### config.mk
export PLATFORM = sky130hd
export DESIGN_NAME = mem_wb_stage
export DESIGN_NICKNAME = d
export VERILOG_FILES = /design/src/rtl/mem_wb_stage.sv
export SDC_FILE = /design/constraint.sdc
export NUM_CORES = 1
export LEC_CHECK = 0
export ABC_AREA = 1
export CELL_PAD_IN_SITES_DETAIL_PLACEMENT = 1
export CELL_PAD_IN_SITES_GLOBAL_PLACEMENT = 1
export CORE_ASPECT_RATIO = 1.4
export CORE_MARGIN = 2
export CORE_UTILIZATION = 32
export DETAILED_ROUTE_END_ITERATION = 10
export PLACE_DENSITY_LB_ADDON = 0.1
export SETUP_SLACK_MARGIN = 0.02
export SYNTH_ARGS = -nofsm -noshare
export SYNTH_HDL_FRONTEND = slang
export SYNTH_SLANG_ARGS = --single-unit
### constraint.sdc
create_clock -name clk -period 2 [get_ports clk]
set_clock_uncertainty 0.05 [all_clocks]
set_input_delay 0.2 -clock clk [delete_from_list [all_inputs] [get_ports clk]]
set_output_delay 0.2 -clock clk [all_outputs]
set_load 0.02 [all_outputs]
### src/rtl/mem_wb_stage.sv
// mem_wb_stage
// Combined memory-access / writeback pipeline stage with a two-state
// handshake FSM (IDLE, WAIT).
//
// Behaviour:
//   - ALU ops retire one cycle after they are accepted.
//   - Loads and stores raise mem_req and wait for mem_ack.
//     If both ex_mem_read and ex_mem_write are set, the op is a load.
//   - A bounded wait counter aborts a stuck transaction. The abort sets
//     bus_err, which stays set until reset.
//
// Ports:
//   clk, rst_n       clock and asynchronous active-low reset
//   ex_*             upstream instruction (valid/ready handshake)
//   flush            squash the current or incoming instruction
//   mem_*            memory request interface (req/ack)
//   wb_*             writeback mux inputs, select, register-file strobe
//   wb_valid         one-cycle retire pulse
//   bus_err          sticky timeout flag
module mem_wb_stage #(
    parameter int DATA_W  = 16,
    parameter int RADDR_W = 3,
    parameter int TIMEOUT = 255
) (
    input  logic               clk,
    input  logic               rst_n,
    input  logic               ex_valid,
    output logic               ex_ready,
    input  logic [DATA_W-1:0]  ex_alu,
    input  logic [DATA_W-1:0]  ex_sdata,
    input  logic [RADDR_W-1:0] ex_rd,
    input  logic               ex_reg_write,
    input  logic               ex_mem_read,
    input  logic               ex_mem_write,
    input  logic               flush,
    output logic               mem_req,
    output logic               mem_we,
    output logic [DATA_W-1:0]  mem_addr,
    output logic [DATA_W-1:0]  mem_wdata,
    input  logic               mem_ack,
    input  logic [DATA_W-1:0]  mem_rdata,
    output logic [DATA_W-1:0]  wb_alu,
    output logic [DATA_W-1:0]  wb_load,
    output logic               wb_sel,
    output logic [RADDR_W-1:0] wb_rd,
    output logic               wb_we,
    output logic               wb_valid,
    output logic               bus_err
);

    // The counter only has to reach TIMEOUT-1. The abort fires at the end
    // of the TIMEOUT-th WAIT cycle, so an ack in that same cycle still wins.
    localparam int CNT_W = (TIMEOUT > 1) ? $clog2(TIMEOUT) : 1;
    localparam logic [CNT_W-1:0] LAST = CNT_W'(TIMEOUT - 1);

    typedef enum logic {
        IDLE = 1'b0,
        WAIT = 1'b1
    } state_t;

    state_t               state;
    logic [CNT_W-1:0]     cnt;
    logic                 drop;
    logic                 is_load;
    logic                 rw_lat;
    logic [RADDR_W-1:0]   rd_lat;
    logic                 accept;
    logic                 is_mem;

    assign ex_ready = (state == IDLE);
    assign accept   = ex_valid & ex_ready & ~flush;
    assign is_mem   = ex_mem_read | ex_mem_write;

    always_ff @(posedge clk or negedge rst_n) begin
        if (!rst_n) begin
            state     <= IDLE;
            cnt       <= '0;
            drop      <= 1'b0;
            is_load   <= 1'b0;
            rw_lat    <= 1'b0;
            rd_lat    <= '0;
            mem_req   <= 1'b0;
            mem_we    <= 1'b0;
            mem_addr  <= '0;
            mem_wdata <= '0;
            wb_alu    <= '0;
            wb_load   <= '0;
            wb_sel    <= 1'b0;
            wb_rd     <= '0;
            wb_we     <= 1'b0;
            wb_valid  <= 1'b0;
            bus_err   <= 1'b0;
        end else begin
            // Retire strobes are pulses. Data outputs hold between pulses.
            wb_valid <= 1'b0;
            wb_we    <= 1'b0;
            case (state)
                IDLE: begin
                    if (accept) begin
                        if (!is_mem) begin
                            wb_alu   <= ex_alu;
                            wb_rd    <= ex_rd;
                            wb_sel   <= 1'b0;
                            wb_we    <= ex_reg_write;
                            wb_valid <= 1'b1;
                        end else begin
                            mem_addr  <= ex_alu;
                            mem_wdata <= ex_sdata;
                            // A read+write op is a load, so it must not write memory.
                            mem_we    <= ex_mem_write & ~ex_mem_read;
                            mem_req   <= 1'b1;
                            is_load   <= ex_mem_read;
                            rw_lat    <= ex_reg_write;
                            rd_lat    <= ex_rd;
                            cnt       <= '0;
                            drop      <= 1'b0;
                            state     <= WAIT;
                        end
                    end
                end
                WAIT: begin
                    if (flush) begin
                        drop <= 1'b1;
                    end
                    if (mem_ack) begin
                        mem_req <= 1'b0;
                        drop    <= 1'b0;
                        state   <= IDLE;
                        // A flush in the ack cycle itself also squashes the retire.
                        if (!(drop | flush)) begin
                            wb_valid <= 1'b1;
                            if (is_load) begin
                                wb_load <= mem_rdata;
                                wb_alu  <= mem_addr;
                                wb_sel  <= 1'b1;
                                wb_rd   <= rd_lat;
                                wb_we   <= rw_lat;
                            end
                        end
                    end else if (cnt == LAST) begin
                        mem_req <= 1'b0;
                        bus_err <= 1'b1;
                        drop    <= 1'b0;
                        state   <= IDLE;
                    end else begin
                        cnt <= cnt + 1'b1;
                    end
                end
                default: state <= IDLE;
            endcase
        end
    end

endmodule

==> impl_metrics.py <==
metrics = {
    "run_status": {
        "outcome": "finished, final reports clean",
    },
    "global_route": {
        "grt_antenna_before_repair": 0,
        "grt_pass1_vias": 3501,
        "grt_pass1_wl_mm": 17.3,
        "grt-ovfl-total": 0,
        "grt_use_total_pct": 17.7,
        "grt_max_degree": 47,
    },
    "min_path": {
        "min_path_type": "in2async",
    },
    "synthesis": {
        "synth_warnings": 0,
        "synth_top_area_share_pct": 59.0,
        "syn_area_mm2": 0.00373,
        "yosys_most_used_dff": "dfrtp_1",
        "synth-edff-count": 0,
        "syn-num-nets": 492,
        "ys_ff_latch": 88,
        "synth_cells": 431,
        "seq_area_frac_synth_pct": 59.0,
        "ys_async_sr_fraction_pct": 100,
        "yosysUniqueCellTypes": 28,
        "synth_common_cells": "nand2_1, dfrtp_1, o21ai_0, inv_1, nor2_1",
        "synth.most_common_cell": "nand2_1",
        "synthTopCellsByArea": "dfrtp_1, nand2_1, o21ai_0, inv_1, o21ai_1",
        "syn_area_per_cell_um2": 8.65,
        "yosys.area.top_type": "dfrtp_1",
    },
    "timing": {
        "fin_crit_sh_pct": 88.7,
        "rsz0062_at_grt": "false",
        "slew-limit-headroom_pct": 65.1,
        "slew_violations": 0,
        "min_period_ns": 1.77,
        "worstMarginPinSlew_ns": 0.524,
        "hold_viol": 0,
        "fmaxAchievable_mhz": 563,
        "finalSetupViolCount": 0,
        "setup-tns-final_ns": 0,
    },
    "place": {
        "gp_congestion": 0.747,
        "hpwl_mm": 7.61,
        "io_buffers": 132,
    },
    "setup_path": {
        "crit_path_max_fanout": 5,
        "worstPathArrival_ns": 1.52,
        "timing.rr.start": "cnt[0]$_DFFE_PN0P_",
        "start_kind": "flop",
        "reg2reg_to": "cnt[5]$_DFFE_PN0P_",
        "cp-end-kind": "output pin",
        "r2r_cells": 9,
        "criticalPathCategory": "reg2out",
        "cp-startpoint": "state$_DFF_PN0_",
        "required_ns": 1.75,
        "rrSetupSlack_ns": 0.44,
    },
    "pwr": {
        "seq_power_share_pct": 38.7,
        "comb_power_share_pct": 34.2,
        "ir_drop_mv": 0.535,
        "p_sw_mw": 2.15,
        "power_leakage_nw": 2.68,
        "power.share.clock_pct": 27.1,
        "power.internal_mw": 4.48,
        "power_density_mw_per_mm2": 1190,
        "fin_total_pwr_mw": 6.62,
        "netSwitchingFraction_pct": 32.4,
    },
    "clocking": {
        "cts_tree": "yes",
        "post_cts_resized": 0,
        "clkSlewWorstSetupHoldPaths_ns": 0.06,
        "clock_sinks": 88,
        "cts_root_buf": "clkbuf_16",
        "postCtsHoldBufs": 1,
        "post_cts_buffers": 0,
        "cts_buffers": 9,
        "worst_skew_pair.late_latency_ns": 0.33,
        "cts_buffer_depth": 2,
        "htree_levels": 3,
    },
    "layout": {
        "diodes": 0,
        "syn_to_final_growth_pct": 49.2,
        "utilization_pct": 49.1,
        "drive_gt1_share_pct": 6.46,
        "n_fill_cell": 1342,
        "fin_nets": 629,
    },
    "floorplanning": {
        "dieArea_mm2": 0.0125,
        "rows": 46,
        "die_x_um": 95.2,
        "io_pins": 133,
        "dieHeight_um": 132,
        "start_util_pct": 32.9,
        "core_mm2": 0.0113,
    },
    "detailed_routing": {
        "top_layer_used": "met4",
        "firstDrtPassIters": 4,
        "wl_met3_um": 738,
        "via_per_inst": 4.62,
        "post-route-drc-count": 0,
        "met2WireLength_mm": 5.42,
        "wl_per_cell_um": 14.6,
        "ant_nets": 0,
        "routed_wirelength_mm": 10.4,
        "wl_met1_mm": 4.08,
        "detail_route.iter0.violations": 81,
        "num_vias": 3313,
    },
    "run": {
        "maxCapViolations": 0,
    },
}
sequential cells by signal (all words and copies together), names as in the netlist:
signal / count
bus_err: 1
cnt: 8
drop: 1
is_load: 1
mem_addr: 16
mem_req: 1
mem_wdata: 16
mem_we: 1
rd_lat: 3
rw_lat: 1
state: 1
wb_alu: 16
wb_load: 16
wb_rd: 3
wb_sel: 1
wb_valid: 1
wb_we: 1
worst max-delay path by stage:
stage                                  to  slack (ns)  cells after the start
global placement    wb_alu[0]$_DFFE_PN0P_        0.30                      8
CTS                              ex_ready        0.19                      2
finish                           ex_ready        0.23                      2
global route                     ex_ready        0.16                      2
detailed placement  wb_alu[3]$_DFFE_PN0P_        0.25                      8
floorplan              cnt[7]$_DFFE_PN0P_        0.61                      8
critical path: stages, from the launching register on:
cell	delay, ns
dfrtp_1	0.38
inv_2	0.16
clkdlybuf4s50_1	0.65
cells by family (layout without fill, tap and decap cells):
group / count (synthesis) / count (layout) / share of synthesized area, %
simple gates: 194 / 194 / 21.0
flops: 88 / 88 / 59.0
compound gates: 79 / 79 / 10.7
buf+inv: 63 / 205 / 7.28
mux: 4 / 4 / 1.07
fa+ha+maj: 2 / 2 / 0.671
xor+xnor: 1 / 1 / 0.235
cells in the final DEF, fill, tap and decap left out, drive strengths merged:
| cell type | n |
|---|---|
| inv | 43 |
| o21ai | 73 |
| nor2 | 14 |
| clkdlybuf4s50 | 131 |
| nor3 | 2 |
| xor2 | 1 |
| clkinv | 2 |
| nand2 | 167 |
| a31o | 1 |
| bufinv | 2 |
| dlygate4sd3 | 1 |
| nand3b | 1 |
| clkbuf | 13 |
| dfrtp | 88 |
| nand3 | 10 |
| a21oi | 4 |
| buf | 13 |
| mux2i | 4 |
| a31oi | 1 |
| ha | 2 |
power groups by stage:
stage               registers (mW)  clock network (mW)  logic [mW]
finish                        2.56                1.79        2.26
detailed placement            2.60                   0        2.29
CTS                           2.58                1.86        2.31
floorplan                     3.09                   0       0.508
global placement              2.58                   0        2.25
global route                  2.62                1.92        2.48
stage by stage:
step | instances | instance area [um^2] | worst slack [ns] | hold slack, ns
floorplan | 431 | 3730 | 0.615 | -0.146
global placement | 700 | 5240 | 0.297 | 0.171
detailed placement | 700 | 5240 | 0.254 | 0.173
CTS | 717 | 5560 | 0.195 | 0.346
global route | 717 | 5560 | 0.161 | 0.357
finish | 717 | 5560 | 0.225 | 0.343
layer usage:
metal	vias up	GRT usage, %
met2	86	29.9
met4	0	5.96
met1	1596	20.5
li1	1617	-
met3	14	6.06
met5	-	0
area by class of cell:
type / count / area (um^2) / share of cell area (%)
sequential: 88 / 2200 / 39.6
timing repair buffer: 145 / 1440 / 25.9
clock inverter: 3 / 65.1 / 1.17
inverter: 44 / 166 / 2.99
tap: 144 / 180 / 3.24
multi-input combinational: 280 / 1260 / 22.6
clock buffer: 13 / 250 / 4.50
Power figures use the tool's default switching activity.
